==> src/rtl/inst_fetch_queue_pkg.sv <==
// =============================================================================
// Module : inst_fetch_queue_pkg
// Brief  : Shared types and constants for the instruction fetch queue.
// Rev    : 1.0
// =============================================================================
`default_nettype none

`ifndef ADDR_WIDTH
`define ADDR_WIDTH 32
`endif
`ifndef DATA_WIDTH
`define DATA_WIDTH 32
`endif

package inst_fetch_queue_pkg;

    localparam int IFQ_DEPTH      = 4;
    localparam int IFQ_ADDR_WIDTH = `ADDR_WIDTH;
    localparam int IFQ_DATA_WIDTH = `DATA_WIDTH;

    typedef struct packed {
        logic [IFQ_ADDR_WIDTH-1:0] pc;
        logic [IFQ_DATA_WIDTH-1:0] inst;
    } ifq_entry_t;

    // Pointer carries one extra wrap bit so full and empty can be told apart.
    function automatic int ifq_ptr_width(input int depth);
        return $clog2(depth) + 1;
    endfunction

endpackage

`default_nettype wire

==> src/rtl/inst_fetch_queue_if.sv <==
// =============================================================================
// Module : inst_fetch_queue_if
// Brief  : Enqueue/dequeue handshake bundle between i-cache, queue and decode.
// Rev    : 1.0
// =============================================================================
`default_nettype none

interface inst_fetch_queue_if
    import inst_fetch_queue_pkg::*;
#(
    parameter int ADDR_WIDTH = IFQ_ADDR_WIDTH,
    parameter int DATA_WIDTH = IFQ_DATA_WIDTH,
    parameter int DEPTH      = IFQ_DEPTH
);
    logic                      flush;
    logic                      enq_valid;
    logic [ADDR_WIDTH-1:0]     enq_pc;
    logic [DATA_WIDTH-1:0]     enq_inst;
    logic                      enq_ready;
    logic                      deq_valid;
    logic [ADDR_WIDTH-1:0]     deq_pc;
    logic [DATA_WIDTH-1:0]     deq_inst;
    logic                      deq_ready;
    logic [$clog2(DEPTH):0]    count;

    modport master (
        output flush, enq_valid, enq_pc, enq_inst, deq_ready,
        input  enq_ready, deq_valid, deq_pc, deq_inst, count
    );

    modport slave (
        input  flush, enq_valid, enq_pc, enq_inst, deq_ready,
        output enq_ready, deq_valid, deq_pc, deq_inst, count
    );
endinterface

`default_nettype wire

==> src/rtl/inst_fetch_queue.sv <==
// =============================================================================
// Module : inst_fetch_queue
// Brief  : In-order {pc, inst} FIFO between i-cache and decode, with flush.
//          Optional empty-queue bypass when IFQ_BYPASS_EN is defined.
// Rev    : 1.0
// =============================================================================
`default_nettype none

module inst_fetch_queue
    import inst_fetch_queue_pkg::*;
#(
    parameter int DEPTH      = IFQ_DEPTH,
    parameter int ADDR_WIDTH = IFQ_ADDR_WIDTH,
    parameter int DATA_WIDTH = IFQ_DATA_WIDTH
)(
    input  wire logic          clk,
    input  wire logic          rst_n,
    inst_fetch_queue_if.slave  bus
);

    localparam int PTR_W = ifq_ptr_width(DEPTH);
    localparam int IDX_W = PTR_W - 1;

    typedef struct packed {
        logic [ADDR_WIDTH-1:0] pc;
        logic [DATA_WIDTH-1:0] inst;
    } entry_t;

    entry_t             r_mem [DEPTH];
    logic [PTR_W-1:0]   r_wr_ptr;
    logic [PTR_W-1:0]   r_rd_ptr;
    logic [PTR_W-1:0]   r_count;

    logic               w_empty;
    logic               w_full;
    logic               w_bypass;
    logic               w_enq_fire;
    logic               w_deq_fire;
    logic               w_wr;
    logic               w_rd;
    entry_t             w_head;

    assign w_empty = (r_wr_ptr == r_rd_ptr);
    assign w_full  = (r_wr_ptr[PTR_W-1] != r_rd_ptr[PTR_W-1]) &&
                     (r_wr_ptr[IDX_W-1:0] == r_rd_ptr[IDX_W-1:0]);
    assign w_head  = r_mem[r_rd_ptr[IDX_W-1:0]];

`ifdef IFQ_BYPASS_EN
    assign w_bypass = w_empty & bus.enq_valid & ~bus.flush;
`else
    assign w_bypass = 1'b0;
`endif

    // enq_ready depends on registered count only, never on deq_ready.
    assign bus.enq_ready = (r_count != PTR_W'(DEPTH));
    assign bus.count     = r_count;

    always_comb begin
        bus.deq_valid = 1'b0;
        bus.deq_pc    = '0;
        bus.deq_inst  = '0;
        if (w_bypass) begin
            bus.deq_valid = 1'b1;
            bus.deq_pc    = bus.enq_pc;
            bus.deq_inst  = bus.enq_inst;
        end else if (!w_empty) begin
            bus.deq_valid = 1'b1;
            bus.deq_pc    = w_head.pc;
            bus.deq_inst  = w_head.inst;
        end
    end

    assign w_enq_fire = bus.enq_valid & bus.enq_ready & ~bus.flush;
    assign w_deq_fire = bus.deq_valid & bus.deq_ready & ~bus.flush;

    // A bypassed entry consumed in the same cycle never touches storage.
    assign w_wr = w_enq_fire & ~(w_bypass & bus.deq_ready);
    assign w_rd = w_deq_fire & ~w_bypass;

    always_ff @(posedge clk) begin
        if (w_wr) begin
            r_mem[r_wr_ptr[IDX_W-1:0]] <= '{pc: bus.enq_pc, inst: bus.enq_inst};
        end
    end

    always_ff @(posedge clk or negedge rst_n) begin
        if (!rst_n) begin
            r_wr_ptr <= '0;
            r_rd_ptr <= '0;
            r_count  <= '0;
        end else if (bus.flush) begin
            r_wr_ptr <= '0;
            r_rd_ptr <= '0;
            r_count  <= '0;
        end else begin
            if (w_wr) r_wr_ptr <= r_wr_ptr + PTR_W'(1);
            if (w_rd) r_rd_ptr <= r_rd_ptr + PTR_W'(1);
            case ({w_wr, w_rd})
                2'b10:   r_count <= r_count + PTR_W'(1);
                2'b01:   r_count <= r_count - PTR_W'(1);
                default: r_count <= r_count;
            endcase
        end
    end

`ifndef SYNTHESIS
    a_no_enq_when_full: assert property (@(posedge clk) disable iff (!rst_n)
        !(w_wr && w_full));
    a_no_deq_when_empty: assert property (@(posedge clk) disable iff (!rst_n)
        !(w_rd && w_empty));
    a_count_bounded: assert property (@(posedge clk) disable iff (!rst_n)
        r_count <= PTR_W'(DEPTH));
`endif

endmodule

`default_nettype wire

==> src/flat_wrapper.sv <==
// flat-port wrapper written by rule: the top's interface ports become plain ports
module inst_fetch_queue_flat import inst_fetch_queue_pkg::*;
#(
    parameter int DEPTH      = IFQ_DEPTH,
    parameter int ADDR_WIDTH = IFQ_ADDR_WIDTH,
    parameter int DATA_WIDTH = IFQ_DATA_WIDTH
)
  (clk, rst_n, bus_flush, bus_enq_valid, bus_enq_pc, bus_enq_inst, bus_deq_ready, bus_enq_ready, bus_deq_valid, bus_deq_pc, bus_deq_inst, bus_count);
  inst_fetch_queue_if #(.ADDR_WIDTH(ADDR_WIDTH), .DATA_WIDTH(DATA_WIDTH), .DEPTH(DEPTH)) bus_i ();
  input  wire logic clk;
  input  wire logic rst_n;
  input wire logic [$bits(bus_i.flush)-1:0] bus_flush;
  input wire logic [$bits(bus_i.enq_valid)-1:0] bus_enq_valid;
  input wire logic [$bits(bus_i.enq_pc)-1:0] bus_enq_pc;
  input wire logic [$bits(bus_i.enq_inst)-1:0] bus_enq_inst;
  input wire logic [$bits(bus_i.deq_ready)-1:0] bus_deq_ready;
  output wire logic [$bits(bus_i.enq_ready)-1:0] bus_enq_ready;
  output wire logic [$bits(bus_i.deq_valid)-1:0] bus_deq_valid;
  output wire logic [$bits(bus_i.deq_pc)-1:0] bus_deq_pc;
  output wire logic [$bits(bus_i.deq_inst)-1:0] bus_deq_inst;
  output wire logic [$bits(bus_i.count)-1:0] bus_count;
  assign bus_i.flush = bus_flush;
  assign bus_i.enq_valid = bus_enq_valid;
  assign bus_i.enq_pc = bus_enq_pc;
  assign bus_i.enq_inst = bus_enq_inst;
  assign bus_i.deq_ready = bus_deq_ready;
  assign bus_enq_ready = bus_i.enq_ready;
  assign bus_deq_valid = bus_i.deq_valid;
  assign bus_deq_pc = bus_i.deq_pc;
  assign bus_deq_inst = bus_i.deq_inst;
  assign bus_count = bus_i.count;
  inst_fetch_queue #(.DEPTH(DEPTH), .ADDR_WIDTH(ADDR_WIDTH), .DATA_WIDTH(DATA_WIDTH)) u_core (.clk(clk), .rst_n(rst_n), .bus(bus_i));
endmodule
==> config.mk <==
export PLATFORM = sky130hd
export DESIGN_NAME = inst_fetch_queue_flat
export DESIGN_NICKNAME = d
export VERILOG_FILES = /design/src/rtl/inst_fetch_queue_pkg.sv /design/src/rtl/inst_fetch_queue_if.sv /design/src/rtl/inst_fetch_queue.sv /design/src/flat_wrapper.sv
export SDC_FILE = /design/constraint.sdc
export NUM_CORES = 1
export LEC_CHECK = 0
export ABC_AREA = 1
export ABC_CLOCK_PERIOD_IN_PS = 4400
export BUFFER_PORTS_ARGS = -buffer_cell sky130_fd_sc_hd__buf_4
export CAP_MARGIN = 20
export CORE_ASPECT_RATIO = 2
export CORE_MARGIN = 3
export CORE_UTILIZATION = 52
export CTS_BUF_LIST = sky130_fd_sc_hd__clkbuf_2
export CTS_CLUSTER_SIZE = 24
export DETAILED_ROUTE_END_ITERATION = 10
export GPL_ROUTABILITY_DRIVEN = 0
export HOLD_SLACK_MARGIN = 0.08
export PLACE_DENSITY_LB_ADDON = 0.3
export SYNTH_ARGS = -nofsm -noshare
export SYNTH_HDL_FRONTEND = slang
export SYNTH_SLANG_ARGS = --single-unit
==> constraint.sdc <==
create_clock -name clk -period 4.4 [get_ports clk]
set_clock_uncertainty 0.05 [all_clocks]
set_input_delay 0 -clock clk [delete_from_list [all_inputs] [get_ports clk]]
set_output_delay 0 -clock clk [all_outputs]
set_load 0.01 [all_outputs]
==> metrics.md, run 1 <==
| Metric | Value |
|---|---|
| Status | `completed` |
| Net Count, Synth | `around 900` |
| Setup ws final | `between 0.7 and 0.8 ns` |
| NumNets Final | `~1,200` |
| Final WL | `between 20,000 and 30,000 um` |
| Reg area | `just under 8000 um2` |
| Leading area contributor after synthesis | `edfxtp_1` |
| Worst r2r src | `u_core.r_rd_ptr[0]` |
| Final cell count without fillers | `1,423` |
| Slew Viols, Final | `0` |
| Post-Synthesis Cells | `around 840` |
| Crit Path Class | `reg -> out` |
| Router iterations before antenna repair | `5` |
| Final HPWL DP | `roughly 13,000 um` |
| Tmin final | `3.61 ns` |
| #FFs+latches synth | `roughly 270` |
| Fin. Hold Viols | `0` |
| RSZ-0062 raised after global routing | `no` |
| ANT nets after route | `0` |
| Final period util | `0.820` |
| Floorplan die width | `106 um` |
| CTS buffer count | `54` |
| Grt ovf | `0` |
| Site row count | `72` |
| Multi-input gate area | `around 2300 um2` |
| CTS resizes | `0` |
| Tot GR Track Use | `0.230` |
| Mean routed wirelength per cell | `roughly 18 um` |
| Post-route DRC | `0` |
| Total of max-cap violations | `0` |
| CP peak stage delay | `around 0.94 ns` |
| Clk_lat worst skew | `approximately 0.8 ns` |
| VDD IR-drop max | `~340 uV` |
| Initial drt markers | `526` |
| Post-synth EDFFs | `roughly 260` |
| Power Dens Cells | `roughly 470 nW/um2` |
| Worst Setup Start Kind | `flop` |
| Critical Path RT | `approximately 4.4 ns` |
| Slew of the pin with the lowest slew margin | `slightly above 1 ns` |
| Vias | `roughly 7,600` |
| CTS Buffer Depth | `3` |
| Worst Hold Class | `in -> async` |
| Fraction of layout cells with a size suffix above 1 | `0.205` |
| Sequential area share after synthesis | `0.757` |
| Count leader, synth | `nor2_1` |
| Slowest-stage cell, CP | `dfrtp_4` |
| Initial antenna violation count | `2` |
| Vias in the first global route | `roughly 8,100` |
| FF-to-FF End | `u_core.bus.count[0]` |
| Reg clk slew, reported paths | `0.13 ns` |
| Placed cells | `~1,200` |
| DR vias/cell | `approximately 5.3` |
| Core box area | `between 15,000 and 20,000 um2` |
| Syn avg cell area | `approximately 13 um2` |
| Top cell type's share of synthesized area | `0.735` |
| CP Data Arrival Time | `3.56 ns` |
| Critical path buffer and inverter count | `3` |
| Pin count of the biggest net entering global routing | `69` |
| Max Clock Freq | `approximately 0.28 GHz` |
| Initial core utilization | `0.535` |
| IO Port Bufs | `roughly 140` |
| First-pass GRT wire length | `slightly below 40,000 um` |
| Die Span Y | `a little over 200 um` |
| Largest delay share family, worst path | `buffers and inverters` |
| Area grow syn2layout | `29.9%` |
| Fin Setup TNS | `0 ns` |
| Worst path cell trace | `xnor2_1 -> nand3_2 -> inv_2 -> buf_4 -> a21oi_1 -> buf_4` |
| Filler cells | `~1,400` |
| Distinct cells, synth | `20` |
| Synth Cell Area | `~10,000 um2` |
| Clock Sinks | `between 200 and 300` |
| CTS tree | `done` |
| Synth async-reset ratio | `0.0340` |
| Headroom to the max-slew limit | `0.325` |
| Most used cell, CP | `buf_4` |
| Critical Path End Type | `output pin` |
| Total I/O pin count | `138` |
| Die ar. | `~22,000 um2` |
| Cell depth of the worst flop-to-flop path | `9` |
| Post-place setup slack | `about 1.6 ns` |
| Leak Pwr | `roughly 5.1 nW` |
| Largest cells by area after synthesis | `edfxtp_1, nor2_1, o21ai_0, a21oi_1, dfrtp_1` |
| Setup slack, reg-to-reg | `between 1 and 1.5 ns` |
| Top_reg_cell synth | `edfxtp_1` |
| # setup viols final | `0` |
| Synth warn | `0` |
| Root buffer cell | `clkbuf_2` |
| Post-synth top cells | `nor2_1, edfxtp_1, o21ai_0, a21oi_1, nand2_1` |
| Crit Path Max Fanout | `between 60 and 70` |
| H-tree depth | `2` |
state kept, by name (all words and copies together), names as in the netlist:
name              count
u_core.r_rd_ptr       3
u_core.bus.count      3
u_core.r_wr_ptr       3
u_core.r_mem        256
per-layer routing:
metal	wire, um	track usage	up-vias	part of all wire
met2	14000	0.431	283	0.56
li1	-	-	3559	-
met4	1030	0.134	0	0.041
met3	1300	0.0322	73	0.052
met1	8720	0.241	3693	0.35
met5	0	0	-	0
worst register-to-register path: stages, from the launching register on:
cell and delay [ns]:
dfrtp_4 0.94, xnor2_1 0.23, nand3_2 0.17, nand3_1 0.13, nand2_1 0.07, nand2_1 0.16
nand2_1 0.09, dlygate4sd3_1 0.59, nand2_1 0.09, dlygate4sd3_1 0.57
layout make-up:
| cell class | count | share of cell area |
|---|---|---|
| diodes | 2 | 0.000368 |
| clock buffers | 74 | 0.0273 |
| clock inverters | 15 | 0.00645 |
| inverters | 17 | 0.00479 |
| multi-input cells | 505 | 0.167 |
| flip-flops and latches | 265 | 0.583 |
| well taps | 259 | 0.0239 |
| repair buffers | 286 | 0.187 |
layout by cell type (no fill, tap or decap):
cell type | Yosys | routed
nor2_1 | 263 | 259
edfxtp_1 | 256 | 256
buf_4 | 12 | 143
dlygate4sd3_1 | 0 | 139
o21ai_0 | 131 | 131
clkbuf_2 | 0 | 74
a21oi_1 | 66 | 66
nand2_1 | 25 | 25
inv_1 | 14 | 13
clkinv_1 | 0 | 10
dfrtp_1 | 9 | 7
nand3_1 | 6 | 6
clkinv_2 | 0 | 5
ha_1 | 5 | 5
nor2_4 | 0 | 4
buf_12 | 0 | 4
inv_2 | 3 | 3
o21ai_1 | 3 | 3
diode_2 | 0 | 2
xnor2_1 | 2 | 2
nand3_2 | 1 | 1
a21oi_2 | 1 | 1
nand4_1 | 1 | 1
fa_1 | 1 | 1
bufinv_16 | 0 | 1
dfrtp_4 | 0 | 1
dfrtp_2 | 0 | 1
through the flow:
step / utilization / area (um2) / hold WS, ns / power (mW)
3_5_place_dp: 0.600 / 11700 / -0.216 / 4.94
2_1_floorplan: - / 10500 / -0.346 / 4.11
5_1_grt: 0.695 / 13600 / 0.117 / 6.73
6_report: 0.695 / 13600 / 0.138 / 6.37
4_1_cts: 0.695 / 13600 / 0.0816 / 6.40
3_3_place_gp: 0.600 / 11700 / -0.214 / 4.92
kinds of logic after synthesis:
logic type | after synthesis | share of synthesized area
AOI/OAI and AO/OA | 201 | 0.0966
xor gates and xnor gates | 2 | 0.00168
adders and majority gates | 6 | 0.00790
buffers and inverters | 65 | 0.0290
DFF | 265 | 0.757
and+or+nand+nor | 296 | 0.108
power breakdown:
group	switching [mW]	internal (mW)	total, mW
Clock	0.860	0.508	1.37
Combinational	1.17	0.801	1.97
Sequential	0.114	2.92	3.03
how the worst max path moves through the flow:
stage	endpoint	depth (start not counted)	startpoint	slack, ns
global placement	bus_deq_pc[24]	6	u_core.r_rd_ptr[0]	1.68
detailed placement	bus_deq_pc[20]	6	u_core.r_rd_ptr[0]	1.64
finish	bus_deq_inst[27]	6	u_core.r_rd_ptr[0]	0.79
floorplan	u_core.r_mem[0][0]	6	u_core.bus.count[0]	0.25
CTS	bus_deq_pc[20]	6	u_core.r_rd_ptr[0]	0.71
global route	bus_deq_inst[27]	6	u_core.r_rd_ptr[0]	0.50
timing repair:
item / in CTS / in global routing
buffers inserted: 0 / 0
endpoints found under the hold margin: 404 / 0
hold buffers: 139 / 0
No activity file was read; power rests on OpenSTA's default activity.
==> run 2: changes to the inputs <==
--- a/config.mk
+++ b/config.mk
@@ -5,8 +5,8 @@
 export SDC_FILE = /design/constraint.sdc
 export NUM_CORES = 1
 export LEC_CHECK = 0
-export ABC_AREA = 1
-export ABC_CLOCK_PERIOD_IN_PS = 4400
+export ABC_AREA = 0
+export ABC_CLOCK_PERIOD_IN_PS = 3600
 export BUFFER_PORTS_ARGS = -buffer_cell sky130_fd_sc_hd__buf_4
 export CAP_MARGIN = 20
 export CORE_ASPECT_RATIO = 2
==> constraint.sdc (replaced) <==
create_clock -name clk -period 3.6 [get_ports clk]
set_clock_uncertainty 0.05 [all_clocks]
set_input_delay 0 -clock clk [delete_from_list [all_inputs] [get_ports clk]]
set_output_delay 0 -clock clk [all_outputs]
set_load 0.01 [all_outputs]
==> run 2 against run 1 <==
First-iteration DRC count is 46% lower. Clock power rose by 25%. Area after synthesis fell by 1.7%. Worst hold slack gained 0.012 ns. Sequential share of layout area grew 0.62 points. Worst setup slack improved by 0.029 ns. Via count fell by 27%. Global-route usage fell by 3.9 points. Critical path depth fell by 2. Die area down 1.6%. Synthesized cell count shrank 44%. Power rose by 33%.
==> metrics.md, run 2 <==
| Metric | Value |
|---|---|
| Worst Hold Class | `in -> async (unchanged)` |
| Critical Path RT | `3.55 ns (was 4.35 ns)` |
| Synth Cell Area | `10,300 um2 (was 10,500 um2)` |
| Final HPWL DP | `10,900 um (was 13,300 um)` |
| Tot GR Track Use | `0.190 (was 0.230)` |
| Pin count of the biggest net entering global routing | `67 (was 69)` |
| Slowest-stage cell, CP | `buf_4 (was dfrtp_4)` |
| Mean routed wirelength per cell | `18.7 um (was 17.6 um)` |
| CTS buffer count | `53 (was 54)` |
| Top cell type's share of synthesized area | `0.748 (was 0.735)` |
| Headroom to the max-slew limit | `0.340 (was 0.325)` |
| Post-Synthesis Cells | `470 (was 835)` |
| Crit Path Class | `reg -> out (unchanged)` |
| NumNets Final | `855 (was 1,204)` |
| Synth async-reset ratio | `0.0340 (unchanged)` |
| Vias | `5,541 (was 7,608)` |
| Vias in the first global route | `6,134 (was 8,127)` |
| Area grow syn2layout | `30.9% (was 29.9%)` |
| Fin Setup TNS | `0 ns (unchanged)` |
| Placed cells | `847 (was 1,193)` |
| Largest cells by area after synthesis | `edfxtp_1, mux4_2, nor2b_1, dfrtp_1, ha_1 (was edfxtp_1, nor2_1, o21ai_0, a21oi_1, dfrtp_1)` |
| Die ar. | `21,600 um2 (was 21,900 um2)` |
| Site row count | `72 (unchanged)` |
| Multi-input gate area | `2250 um2 (was 2270 um2)` |
| Core box area | `19,400 um2 (was 19,500 um2)` |
| Top_reg_cell synth | `edfxtp_1 (unchanged)` |
| Critical Path End Type | `output pin (unchanged)` |
| First-pass GRT wire length | `31,500 um (was 39,400 um)` |
| Worst Setup Start Kind | `flop (unchanged)` |
| Setup ws final | `0.820 ns (was 0.792 ns)` |
| Syn avg cell area | `21.9 um2 (was 12.5 um2)` |
| CTS tree | `done (unchanged)` |
| CTS resizes | `0 (unchanged)` |
| Final period util | `0.772` |
| Total I/O pin count | `138 (unchanged)` |
| IO Port Bufs | `137 (unchanged)` |
| Leak Pwr | `4.74 nW (was 5.09 nW)` |
| Leading cell type in the layout, fill and taps excluded | `edfxtp_1 (was nor2_1)` |
| Initial core utilization | `0.530 (was 0.535)` |
| Post-route DRC | `0 (unchanged)` |
| Slew Viols, Final | `0 (unchanged)` |
| Fin. Hold Viols | `0 (unchanged)` |
| DR vias/cell | `5.14 (was 5.35)` |
| CP Data Arrival Time | `2.73 ns (was 3.56 ns)` |
| Router iterations before antenna repair | `4 (was 5)` |
| Leading area contributor after synthesis | `edfxtp_1 (unchanged)` |
| Count leader, synth | `edfxtp_1 (was nor2_1)` |
| Post-synth EDFFs | `256 (unchanged)` |
| Reg area | `7920 um2 (about the same)` |
| # setup viols final | `0 (unchanged)` |
| Fraction of layout cells with a size suffix above 1 | `0.352 (was 0.205)` |
| Clk_lat worst skew | `0.79 ns (was 0.81 ns)` |
| #FFs+latches synth | `265 (unchanged)` |
| Tmin final | `2.78 ns` |
| Power Dens Cells | `628 nW/um2 (was 469 nW/um2)` |
| Reg clk slew, reported paths | `0.12 ns (was 0.13 ns)` |
| Worst path cell trace | `buf_4 -> mux4_2 -> nor2b_1 -> buf_4 (was xnor2_1 -> nand3_2 -> inv_2 -> buf_4 -> a21oi_1 -> buf_4)` |
| Filler cells | `1,235 (was 1,355)` |
| Net Count, Synth | `545 (was 910)` |
| Sequential area share after synthesis | `0.770 (was 0.757)` |
| CTS Buffer Depth | `3 (unchanged)` |
| VDD IR-drop max | `408 uV (was 342 uV)` |
| Final WL | `20,200 um (was 25,100 um)` |
| Grt ovf | `0 (unchanged)` |
| Most frequent cells in the layout | `edfxtp_1, buf_4, dlygate4sd3_1 (was nor2_1, edfxtp_1, buf_4)` |
| Synth warn | `0 (unchanged)` |
| H-tree depth | `2 (unchanged)` |
| Floorplan die width | `105 um (was 106 um)` |
| Status | `completed (unchanged)` |
| Max Clock Freq | `about 0.36 GHz` |
| Final cell count without fillers | `1,078 (was 1,423)` |
| Distinct cells, synth | `30 (was 20)` |
| Slew of the pin with the lowest slew margin | `0.989 ns (was 1.01 ns)` |
| Post-synth top cells | `edfxtp_1, nor2b_1, mux4_2, dfrtp_1, clkbuf_1 (was nor2_1, edfxtp_1, o21ai_0, a21oi_1, nand2_1)` |
| Crit Path Max Fanout | `66 (was 68)` |
| Die Span Y | `205 um (was 207 um)` |
| Max FFs per register | `256 (unchanged)` |
| Initial antenna violation count | `1 (was 2)` |
| Clock Sinks | `265 (unchanged)` |
| RSZ-0062 raised after global routing | `no (unchanged)` |
| Post-place setup slack | `1.13 ns (was 1.64 ns)` |
| Placed cell area | `11,600 um2 (was 11,700 um2)` |
| Root buffer cell | `clkbuf_2 (unchanged)` |
| Total of max-cap violations | `0 (unchanged)` |
| Final instance area | `13,400 um2 (was 13,600 um2)` |
| Most used cell, CP | `buf_4 (unchanged)` |
| CP peak stage delay | `0.72 ns (was 0.94 ns)` |
| ANT nets after route | `0 (unchanged)` |
| Initial drt markers | `284 (was 526)` |
[run 2: kinds of logic (layout without fill, tap and decap cells)]
family,count (synthesis),in the layout,share of synthesized area
flops,265,265,0.770
other cells,0,1,0
fa+ha+maj,6,6,0.00804
simple gates,89,89,0.0519
mux,68,68,0.144
compound gates,7,7,0.00646
xor+xnor,8,8,0.00682
buf+inv,27,375,0.0122
[run 2: layout make-up]
class | count | share of cell area
Timing Repair Buffer | 278 | 0.182
Inverter | 4 | 0.00112
Clock inverter | 27 | 0.0119
Sequential cell | 265 | 0.589
Multi-Input combinational cell | 178 | 0.167
Antenna cell | 1 | 0.000186
Clock buffer | 66 | 0.0246
Tap cell | 259 | 0.0241
[run 2: metal layers]
metal,part of all wire,track usage,wire length [um]
met5,0,0,0
met4,0.026,0.0817,516
met3,0.044,0.0331,881
met2,0.57,0.357,11500
met1,0.36,0.209,7220
[run 2: power by group]
group          leakage (nW)  switching [mW]  internal, mW
registers              2.44          0.0673          3.60
logic                  1.95            1.50          1.57
clock network         0.353            1.05         0.656
total                  4.74            2.62          5.83
[run 2: final timing paths]
path | cells after the start | end | from | slack [ns]
min | 3 | u_core.bus.count[0] | rst_n | 0.15
max | 4 | bus_deq_inst[27] | u_core.r_rd_ptr[1] | 0.82
min in group clk | 5 | u_core.bus.count[2] | bus_deq_ready | 0.18
max reg2reg | 4 | u_core.r_mem[0][54] | u_core.bus.count[2] | 1.12
max in group asynchronous | 3 | u_core.r_rd_ptr[0] | rst_n | 2.95
min reg2reg | 2 | u_core.r_rd_ptr[2] | u_core.r_rd_ptr[2] | 0.55
[run 2: worst max-delay path: cells and delay by family, from the launching register on]
kind                   cells  cell delay, ns
and+or+nand+nor            1            0.17
buffers and inverters      2            0.90
DFF                        1            0.42
muxes                      1            0.46
[run 2: stage by stage]
stage	util	power, mW	hold slack, ns
after global placement	0.598	6.68	-0.222
after CTS	0.694	8.57	0.0824
after detailed placement	0.598	6.74	-0.217
after global routing	0.694	8.92	0.108
after floorplan	-	5.49	-0.346
final	0.694	8.44	0.151
[run 2: repair_timing]
| action | CTS | global route |
|---|---|---|
| setup buffers | 0 | 0 |
| hold endpoints to repair | 274 | 0 |
| hold buffers | 137 | 0 |
